--- config.mk ---
export PLATFORM = sky130hd
export DESIGN_NAME = rr_arbiter4
export DESIGN_NICKNAME = d
export VERILOG_FILES = /design/src/rtl/arb_pkg.sv /design/src/rtl/rr_pick4.sv /design/src/rtl/rr_arbiter4.sv
export SDC_FILE = /design/constraint.sdc
export NUM_CORES = 1
export LEC_CHECK = 0
export BUFFER_PORTS_ARGS = -buffer_cell sky130_fd_sc_hd__buf_2
export CORE_MARGIN = 2
export CORE_UTILIZATION = 60
export CTS_CLUSTER_SIZE = 25
export DETAILED_ROUTE_END_ITERATION = 16
export PLACE_DENSITY = 0.81
export SYNTH_ARGS = -nofsm -noshare
export SYNTH_HDL_FRONTEND = slang
export SYNTH_SLANG_ARGS = --single-unit
--- constraint.sdc ---
create_clock -name clk -period 5 [get_ports clk]
set_input_delay 0.25 -clock clk [delete_from_list [all_inputs] [get_ports clk]]
set_output_delay 0.25 -clock clk [all_outputs]
set_load 0.01 [all_outputs]
--- src/rtl/arb_pkg.sv ---
// Shared constants and types for the 4-way round-robin arbiter.
package arb_pkg;

  localparam int unsigned N      = 4;
  localparam int unsigned IDX_W  = 2;
  localparam int unsigned HOLD_W = 8;

  typedef enum logic {
    ST_IDLE = 1'b0,
    ST_BUSY = 1'b1
  } state_t;

endpackage

--- src/rtl/rr_pick4.sv ---
// Combinational round-robin pick: first set request at or after ptr (mod 4).
module rr_pick4
  import arb_pkg::*;
(
  input  logic [N-1:0]     req,
  input  logic [IDX_W-1:0] ptr,
  output logic [IDX_W-1:0] win_idx,
  output logic             win_vld
);

  logic [N-1:0]     rot;
  logic [IDX_W-1:0] off;

  // Rotate right by ptr so the highest-priority requester lands at bit 0.
  always_comb begin
    rot = '0;
    for (int unsigned i = 0; i < N; i++) begin
      rot[i] = req[IDX_W'(i + ptr)];
    end
  end

  // Lowest set bit of the rotated vector, 4-to-2 encoded.
  always_comb begin
    priority casez (rot)
      4'b???1: off = 2'd0;
      4'b??10: off = 2'd1;
      4'b?100: off = 2'd2;
      4'b1000: off = 2'd3;
      default: off = 2'd0;
    endcase
  end

  // Undo the rotation; 2-bit add wraps 3 to 0 naturally.
  always_comb begin
    win_idx = off + ptr;
    win_vld = |req;
  end

endmodule

--- src/rtl/rr_arbiter4.sv ---
// Round-robin arbiter for 4 requesters with grant hold, done release and max-hold timeout.
module rr_arbiter4
  import arb_pkg::*;
#(
  parameter int unsigned MAX_HOLD = 8
)(
  input  logic             clk,
  input  logic             rst,
  input  logic [N-1:0]     req,
  input  logic             done,
  output logic [N-1:0]     gnt,
  output logic [IDX_W-1:0] gnt_idx,
  output logic             gnt_vld
);

  state_t              state;
  state_t              state_nxt;
  logic [IDX_W-1:0]    ptr;
  logic [IDX_W-1:0]    ptr_nxt;
  logic [HOLD_W-1:0]   hold_cnt;
  logic [HOLD_W-1:0]   hold_nxt;
  logic [N-1:0]        gnt_nxt;
  logic [IDX_W-1:0]    idx_nxt;
  logic                vld_nxt;
  logic [IDX_W-1:0]    win_idx;
  logic                win_vld;
  logic                release_now;

  rr_pick4 u_pick (
    .req     (req),
    .ptr     (ptr),
    .win_idx (win_idx),
    .win_vld (win_vld)
  );

  // The registered gnt_idx is the current owner, so the release test needs no extra state.
  always_comb begin
    release_now = done || !req[gnt_idx] || (hold_cnt == HOLD_W'(MAX_HOLD - 1));
  end

  // State register.
  always_ff @(posedge clk or posedge rst) begin
    if (rst) begin
      state <= ST_IDLE;
    end else begin
      state <= state_nxt;
    end
  end

  // Next-state, priority pointer and hold counter.
  always_comb begin
    state_nxt = state;
    ptr_nxt   = ptr;
    hold_nxt  = hold_cnt;
    case (state)
      ST_IDLE: begin
        hold_nxt = '0;
        if (win_vld) begin
          state_nxt = ST_BUSY;
        end
      end
      ST_BUSY: begin
        if (release_now) begin
          state_nxt = ST_IDLE;
          ptr_nxt   = gnt_idx + 2'd1;
          hold_nxt  = '0;
        end else begin
          hold_nxt  = hold_cnt + 1'b1;
        end
      end
      default: state_nxt = ST_IDLE;
    endcase
  end

  // Next values of the registered grant outputs.
  always_comb begin
    gnt_nxt = '0;
    idx_nxt = '0;
    vld_nxt = 1'b0;
    case (state)
      ST_IDLE: begin
        if (win_vld) begin
          gnt_nxt = 4'b0001 << win_idx;
          idx_nxt = win_idx;
          vld_nxt = 1'b1;
        end
      end
      ST_BUSY: begin
        if (!release_now) begin
          gnt_nxt = gnt;
          idx_nxt = gnt_idx;
          vld_nxt = 1'b1;
        end
      end
      default: ;
    endcase
  end

  // Pointer, hold counter and output registers.
  always_ff @(posedge clk or posedge rst) begin
    if (rst) begin
      ptr      <= '0;
      hold_cnt <= '0;
      gnt      <= '0;
      gnt_idx  <= '0;
      gnt_vld  <= 1'b0;
    end else begin
      ptr      <= ptr_nxt;
      hold_cnt <= hold_nxt;
      gnt      <= gnt_nxt;
      gnt_idx  <= idx_nxt;
      gnt_vld  <= vld_nxt;
    end
  end

endmodule
# Word level (Yosys, flattened, before mapping)
# Cells that the tools add are included.
word_totals:
  regBits: 17
  elab_cells: 50
  out_inout_bits: 7
  inputBits: 7
op_classes:
  bitwise: 1
  add_sub_neg: 6
  order_cmp: 5
  mux: 22
  n_reduce_logical: 5
  n_eq_ne: 5
  shifts: 1
op_table:
  columns: ["cell", "count"]
  rows:
  - ["$pmux 8 s2", 1]
  - ["$lt 2x3->1 const B", 5]
  - ["$bmux 1 s2", 5]
  - ["$add 8x1->8 const B", 1]
  - ["$eq 8x3->1 const B", 1]
  - ["$mux 4", 2]
  - ["$mux 8", 1]
  - ["$pmux 4 s2", 1]
  - ["$mux 1", 7]
  - ["$pmux 2 s3", 1]
  - ["$add 2x2->2 const A", 2]
  - ["$eq 4x4->1 const B", 1]
  - ["$mux 2", 2]
  - ["$pmux 2 s2", 1]
  - ["$reduce_or 4->1", 1]
  - ["$shl 1x2->4 const A", 1]
  - ["$eq 3x3->1 const B", 1]
  - ["$add 1x2->2 const A", 1]
  - ["$add 2x1->2 const B", 1]
  - ["$add 2x2->2", 1]
  - ["$eq 2x2->1 const B", 1]
  - ["$logic_or 1x1->1", 2]
  - ["$ne 2x1->1 const B", 1]
  - ["$pmux 1 s2", 1]
  - ["3 further kinds", 3]

# Depth between registers and ports, before layout
# Gate-level depths: netlist of the first run.
depth:
  word_depth: 9
  ltp_mapped: 10
  depth_no_buf: 9

# Modules after synthesis
# Synthesis of the first run repeated with hierarchy kept, for this count alone.
unflattened:
  cells_unflattened: 83
  area_unflattened_um2: 902.1
modules_own_cells:
  columns: ["mod", "area_each_um2", "seq_area_each_um2", "cells_per_inst", "n_inst"]
  rows:
  - ["rr_arbiter4", 749.5, 425.4, 62, 1]
  - ["rr_pick4", 152.6, 0.0, 21, 1]

# Least setup slack after synthesis of the first run
# Ideal clock, no wire load.
synth_path:
  path_kind: "register to register"
  from: "reg ptr[0]"
  to: "reg gnt[3]"
  path_slack_ps: 3082
  required_ps: 4931
  arrival_ps: 1849
  n_path_buf: 1
  setup_time_ps: 69
  synth_period_minus_slack_ps: 1918
  stages_incl_launch_ff: 9
  path_cell_list: "dfrtp_1 > clkbuf_1 > or3_1 > o221ai_1 > ha_1 > xor2_1 > nor4b_1 > o21ai_0 > nand3_1"
synth_via:
  elab_chain_cells: 9
  word_cells_on_any_way: 19
  classes_between: "4 x add/sub; 3 x eq/ne; 1 x shift; 11 x mux"
synth_lines:
  columns: ["item", "line", "source"]
  rows:
  - ["from (decl)", "rr_arbiter4.sv:18", "logic [IDX_W-1:0] ptr;"]
  - ["from (signal assigned)", "rr_arbiter4.sv:108", "ptr <= ptr_nxt;"]
  - ["$add 1x2->2 / $add 2x2->2 (equally long branches)", "rr_pick4.sv:18", "rot[i] = req[IDX_W'(i + ptr)];"]
  - ["$bmux 1 s2", "rr_pick4.sv:18", null]
  - ["$mux 1 (not written as such)", "rr_pick4.sv:18", null]
  - ["$eq 4x4->1, or another cell as far along", "rr_pick4.sv:24", "priority casez (rot)"]
  - ["$pmux 2 s3", "rr_pick4.sv:24", null]
  - ["$add 2x2->2 *", "rr_pick4.sv:35", "win_idx = off + ptr;"]
  - ["$shl 1x2->4 *", "rr_arbiter4.sv:83", "gnt_nxt = 4'b0001 << win_idx;"]
  - ["$mux 4 *", "rr_arbiter4.sv:82", "if (win_vld) begin"]
  - ["$pmux 4 s2 *", "rr_arbiter4.sv:80", "case (state)"]
  - ["to (signal assigned)", "rr_arbiter4.sv:110", "gnt <= gnt_nxt;"]
  - ["to (decl)", "rr_arbiter4.sv:11", "output logic [N-1:0] gnt,"]
# Every way passes the cells marked *; elsewhere a longest branch is shown, timed or not. The select of a mux whose other input is x is not followed.
# A chain may end at the register's enable or synchronous reset.

# Final worst setup path of the first run
# Ends and elaborated chain as after synthesis.

==> flow_summary.ini, run 1 <==
[run_status]
status = finished clean

[placement]
routabilityCongestion = 0.8782
place_ws_ps = 2789
postPlaceCellArea_mm2 = 0.001126
dp_hpwl_um = 1530
port_buffers = 13

[die]
die_h_um = 46.20
io-pin-count = 14
die_x_um = 46.20
die-area_mm2 = 0.002134
rows = 15
core_area_mm2 = 0.001708
start_util_pct = 62.56

[synthesis]
yosys_warnings = 0
synth_edf_count = 0
synth_cells = 111
ys_seq_area_share_pct = 39.81
postSynthAreaPerCell_um2 = 9.626
syn-cell-area_mm2 = 0.001069
synth_ff_type = dfrtp_1
synth_seq_cells = 17
syn_nets = 120
synthDistinctLibCells = 45
async_flop_share_pct = 100.0

[finish]
drive_above_1_share_pct = 20.33
nets = 133
area_growth_pct = 8.197
n_antenna_cell = 0
num-fill-cells = 146
design_area_mm2 = 0.001156

[timing]
tightest_slew_ps = 642.5
clock_skew_ps = 10.27
whs_ps = 15.58
period_needed_ps = 2296
period_share_pct = 45.92
setup_ws_ps = 2704
finalHoldViolCount = 0
tns_ps = 0
slew_headroom_pct = 57.12
clock.fmax_ghz = 0.4356
setup_viol = 0
grt_setup_unrepaired = no
slew_violations = 0

[global_route]
antenna_found_initial = 0
globalRoute.totalOverflow = 0
grt_pass1_vias = 800
track_usage_pct = 24.43
grt_pass1_wl_um = 3629
grt_max_degree = 18

[power]
power_w = 0.0005393
p_per_area_mw_per_mm2 = 466.5
leakage_nw = 0.5144
ir_drop_v = 0.0003724

[clock_tree]
cts.hold.buffers_added = 0
cts_buffers = 3
path_clk_slew_ps = 110
cts_tree = yes
post-cts-setup-buffers = 0
clkLatencyLatePin_ps = 300
clock-root-buffer = clkbuf_4
cts_sinks = 17
clock_path_buffers = 2
cts-htree-levels = 1
ctsResizeCount = 0

[drt]
drc_errors = 0
vias_per_cell = 5.932
top_layer_used = met4
drt_iter0_drc = 33
wl_met2_um = 1023
drtAntennaViolNets = 0
wl_um = 2143
wl_met3_um = 88
vias = 878
drt_pass1_iterations = 4
routedWlPerCell_um = 14.48
wl_met1_um = 999

[min_path]
hold_path_class = in -> async

[worst_setup_path]
path_class = reg -> reg
cp-end-kind = register
cp-startpoint = ptr[0]
required_ps = 5240
rrSetupSlack_ps = 2700
reg2reg_from = ptr[0]
cp_max_fo = 11
startpoint_type = register
worstPathArrival_ps = 2540

[job]
drv_cap = 0
==> layout by cell type, fill, tap and decap left out, types with 2 or more instances in the layout <==
| cell type | instances |
|---|---|
| a32o_1 | 2 |
| and2_1 | 2 |
| buf_2 | 13 |
| clkbuf_4 | 3 |
| dfrtp_1 | 17 |
| ha_1 | 2 |
| inv_1 | 4 |
| nand2_1 | 8 |
| nand3_1 | 11 |
| nand3b_1 | 2 |
| nor2_1 | 10 |
| nor3_1 | 2 |
| nor4_1 | 2 |
| nor4b_1 | 2 |
| o21ai_0 | 6 |
| o21ai_1 | 3 |
| xnor2_1 | 3 |
| xor2_1 | 6 |
==> final timing paths <==
path	end	cells past startpoint
worst max-delay path	gnt[3]	8
worst min-delay path	hold_cnt[1]	2
worst max register to register	gnt[3]	8
worst min register to register	hold_cnt[0]	1
max in group asynchronous	ptr[1]	2
min in group clk	hold_cnt[6]	4
==> sequential cells by signal (all words and copies together) (netlist names) <==
| signal | flops |
|---|---|
| hold_cnt | 8 |
| gnt | 4 |
| gnt_idx | 2 |
| ptr | 2 |
| gnt_vld | 1 |
==> where the power goes <==
group          internal (W)  switching (W)
sequential         0.000167      0.0000490
clock             0.0000305      0.0000454
combinational      0.000117       0.000130
==> metrics by stage <==
stage / std cells / utilization (%)
after global routing: 148 / 67.69
after detailed placement: 144 / 65.93
final: 148 / 67.69
after floorplan: 111 / -
after global placement: 144 / 65.93
after CTS: 148 / 67.69
==> per-layer routing <==
layer,up-vias,GRT usage [%]
met1,422,33.66
met2,22,37.22
li1,430,-
met3,4,8.235
met5,-,0
met4,0,5.143
==> critical path, cell delays in order, from the launching register on <==
cell and delay, ps:
dfrtp_1 500, o311ai_0 400, o21ai_0 160, o221ai_1 100, ha_1 240, xor2_1 120
nor4b_1 440, o21ai_0 180, nand3_1 110
==> logic make-up after synthesis <==
family          synth area share (%)
xor+xnor                       7.377
mux                            5.503
simple gates                   25.65
compound gates                 14.29
fa+ha+maj                      2.342
flops                          39.81
buf+inv                        5.033
==> synthesized netlist by cell type, types with 2 or more instances <==
library cell / instances / share of area, %
nand2_1: 8 / 2.8
nand3b_1: 2 / 1.4
xor2_1: 6 / 4.9
and2_1: 2 / 1.2
ha_1: 2 / 2.3
nor3_1: 2 / 0.94
o21ai_0: 6 / 2.8
nor4b_1: 2 / 1.6
xnor2_1: 3 / 2.5
nor2_1: 10 / 3.5
a32o_1: 2 / 1.9
inv_1: 4 / 1.4
nor4_1: 2 / 1.2
nand3_1: 11 / 5.2
dfrtp_1: 17 / 40
o21ai_1: 3 / 1.4
==> final cells by class <==
cell class / count / area (um2) / share of cell area (%)
repair buffers: 13 / 65.06 / 5.628
well taps: 25 / 31.28 / 2.706
multi-input cells: 85 / 589.3 / 50.97
inverters: 4 / 15.01 / 1.299
flip-flops and latches: 17 / 425.4 / 36.80
clock inverters: 1 / 7.507 / 0.6493
clock buffers: 3 / 22.52 / 1.948
Note: power is estimated with default switching activity, not from simulation.
==> inputs of run 2 (changes only) <==
--- a/config.mk
+++ b/config.mk
@@ -7,10 +7,10 @@
 export LEC_CHECK = 0
 export BUFFER_PORTS_ARGS = -buffer_cell sky130_fd_sc_hd__buf_2
 export CORE_MARGIN = 2
-export CORE_UTILIZATION = 60
+export CORE_UTILIZATION = 56
 export CTS_CLUSTER_SIZE = 25
 export DETAILED_ROUTE_END_ITERATION = 16
-export PLACE_DENSITY = 0.81
+export PLACE_DENSITY = 0.77
 export SYNTH_ARGS = -nofsm -noshare
 export SYNTH_HDL_FRONTEND = slang
 export SYNTH_SLANG_ARGS = --single-unit
==> constraint.sdc (replaced) <==
create_clock -name clk -period 2.37 [get_ports clk]
set_input_delay 0.1185 -clock clk [delete_from_list [all_inputs] [get_ports clk]]
set_output_delay 0.1185 -clock clk [all_outputs]
set_load 0.01 [all_outputs]
==> run 2 against run 1 <==
Compared with the run above: largest cell class unchanged; power increased by 110%; setup slack worse by 2500 ps; highest routed layer unchanged; sequential share of layout area shrank 0.20 points; first-iteration DRC count fell by 64%; largest power group unchanged.
==> flow_summary.ini, run 2 (synthesized netlist as in run 1, its figures left out) <==
[run_status]
status = finished clean

[die]
io-pin-count = 14
die_h_um = 47.68
core_area_mm2 = 0.001764
rows = 15
die_x_um = 47.68
die-area_mm2 = 0.002273
start_util_pct = 60.57

[power]
intPower_w = 0.0006660
leakage_nw = 0.5196
p_per_area_mw_per_mm2 = 964.7
ir_drop_v = 0.0007050
sw_frac_of_total_pct = 40.61
power_frac_seq_pct = 40.6
switchingPower_w = 0.0004554
p_clk_share_pct = 13.8
p_comb_share_pct = 45.6

[timing]
clock.fmax_ghz = 0.4626
whs_ps = 232.0
clock_skew_ps = 2.840
grt_setup_unrepaired = no
setup_viol = 0
slew_violations = 0
finalHoldViolCount = 0
tightest_slew_ps = 650.5
period_share_pct = 91.21
slew_headroom_pct = 56.59
tns_ps = 0
period_needed_ps = 2162
setup_ws_ps = 208.4

[global_route]
antenna_found_initial = 0
track_usage_pct = 22.05
grt_pass1_wl_um = 3470
top_usage_layer = met2
met3_usage_pct = 5.660
globalRoute.totalOverflow = 0
grt_pass1_vias = 805
use_met1_pct = 28.61
global_route.usage.met2_pct = 37.07
grt_max_degree = 18

[finish]
top_regs = hold_cnt: 8 flops, gnt: 4 flops
largest_register_ffs = 8
layout_common_cells = dfrtp_1, buf_2, nand3_1
area_growth_pct = 8.782
top_register = hold_cnt
n_antenna_cell = 0
drive_above_1_share_pct = 19.35
nets = 134
num-fill-cells = 167
layout.cells.most_common = dfrtp_1

[worst_setup_path]
required_ps = 2600
reg2reg_from = ptr[0]
worstReg2RegEnd = gnt[3]
cp-end-kind = register
cp_max_fo = 11
rrSetupSlack_ps = 210
path_class = reg -> reg
startpoint_type = register
reg2reg_depth = 8
worstPathArrival_ps = 2390

[clock_tree]
clock-root-buffer = clkbuf_4
cts_sinks = 17
clkLatencyLatePin_ps = 280
cts_tree = yes
cts_buffers = 3
cts-htree-levels = 1
path_clk_slew_ps = 100
post-cts-setup-buffers = 0
clock_path_buffers = 2

[drt]
drtAntennaViolNets = 0
vias = 889
routedWlPerCell_um = 14.32
drc_errors = 0
drt_iter0_drc = 12
drt_pass1_iterations = 4
vias_per_cell = 5.966
wl_um = 2133

[placement]
place_ws_ps = 229.9
routabilityCongestion = 0.8461
port_buffers = 13
dp_hpwl_um = 1595

[min_path]
hold_path_class = in -> reg
min_from = req[3]
whs_endpoint = gnt_vld
hold_depth = 3

[job]
drv_cap = 0
[run 2: metal layers]
metal,vias to the layer above,routed length (um)
met5,-,0
met4,0,15
met3,2,94
met2,23,1018
met1,432,1005
li1,432,-
[run 2: layout make-up]
cell class / count / area [um2] / share of cell area, %
timing repair buffer: 14 / 75.07 / 6.459
tap: 25 / 31.28 / 2.691
sequential: 17 / 425.4 / 36.60
clock buffer: 4 / 26.28 / 2.261
multi-input combinational: 85 / 589.3 / 50.70
inverter: 4 / 15.01 / 1.292
[run 2: worst max path at each step]
stage,depth (start not counted),start,end,slack [ps]
after floorplan,8,ptr[0],gnt[3],450
final,8,ptr[0],gnt[3],210
after global placement,7,ptr[0],gnt[3],350
after detailed placement,8,ptr[0],gnt[3],230
after global routing,8,ptr[0],gnt[3],100
after CTS,8,ptr[0],gnt[3],210
[run 2: through the flow]
stage	area, um2	util (%)	total power (W)	instances
2_1_floorplan	1069	-	0.0008663	111
3_3_place_gp	1126	63.83	0.0009456	144
3_5_place_dp	1126	63.83	0.0009656	144
4_1_cts	1162	65.89	0.001128	149
5_1_grt	1162	65.89	0.001208	149
6_report	1162	65.89	0.001121	149
[run 2: power groups by stage]
stage / Combinational [W] / Sequential (W) / Clock (W)
finish: 0.000511 / 0.000456 / 0.000154
global route: 0.000567 / 0.000467 / 0.000174
CTS: 0.000511 / 0.000454 / 0.000164
detailed placement: 0.000507 / 0.000459 / 0
global placement: 0.000494 / 0.000451 / 0
floorplan: 0.000450 / 0.000416 / 0
[run 2: worst max-delay path, cell delays in order, from the launching register on]
cell      delay, ps
dfrtp_1         500
o311ai_0        370
o21ai_0         140
o221ai_1         90
ha_1            240
xor2_1          110
nor4b_1         390
o21ai_0         160
nand3_1         110
[run 2: timing repair]
action,in CTS,in global routing
resized for setup,0,0
endpoints found under the hold margin,17,0
endpoints found under the setup margin,0,0
hold buffers,1,0
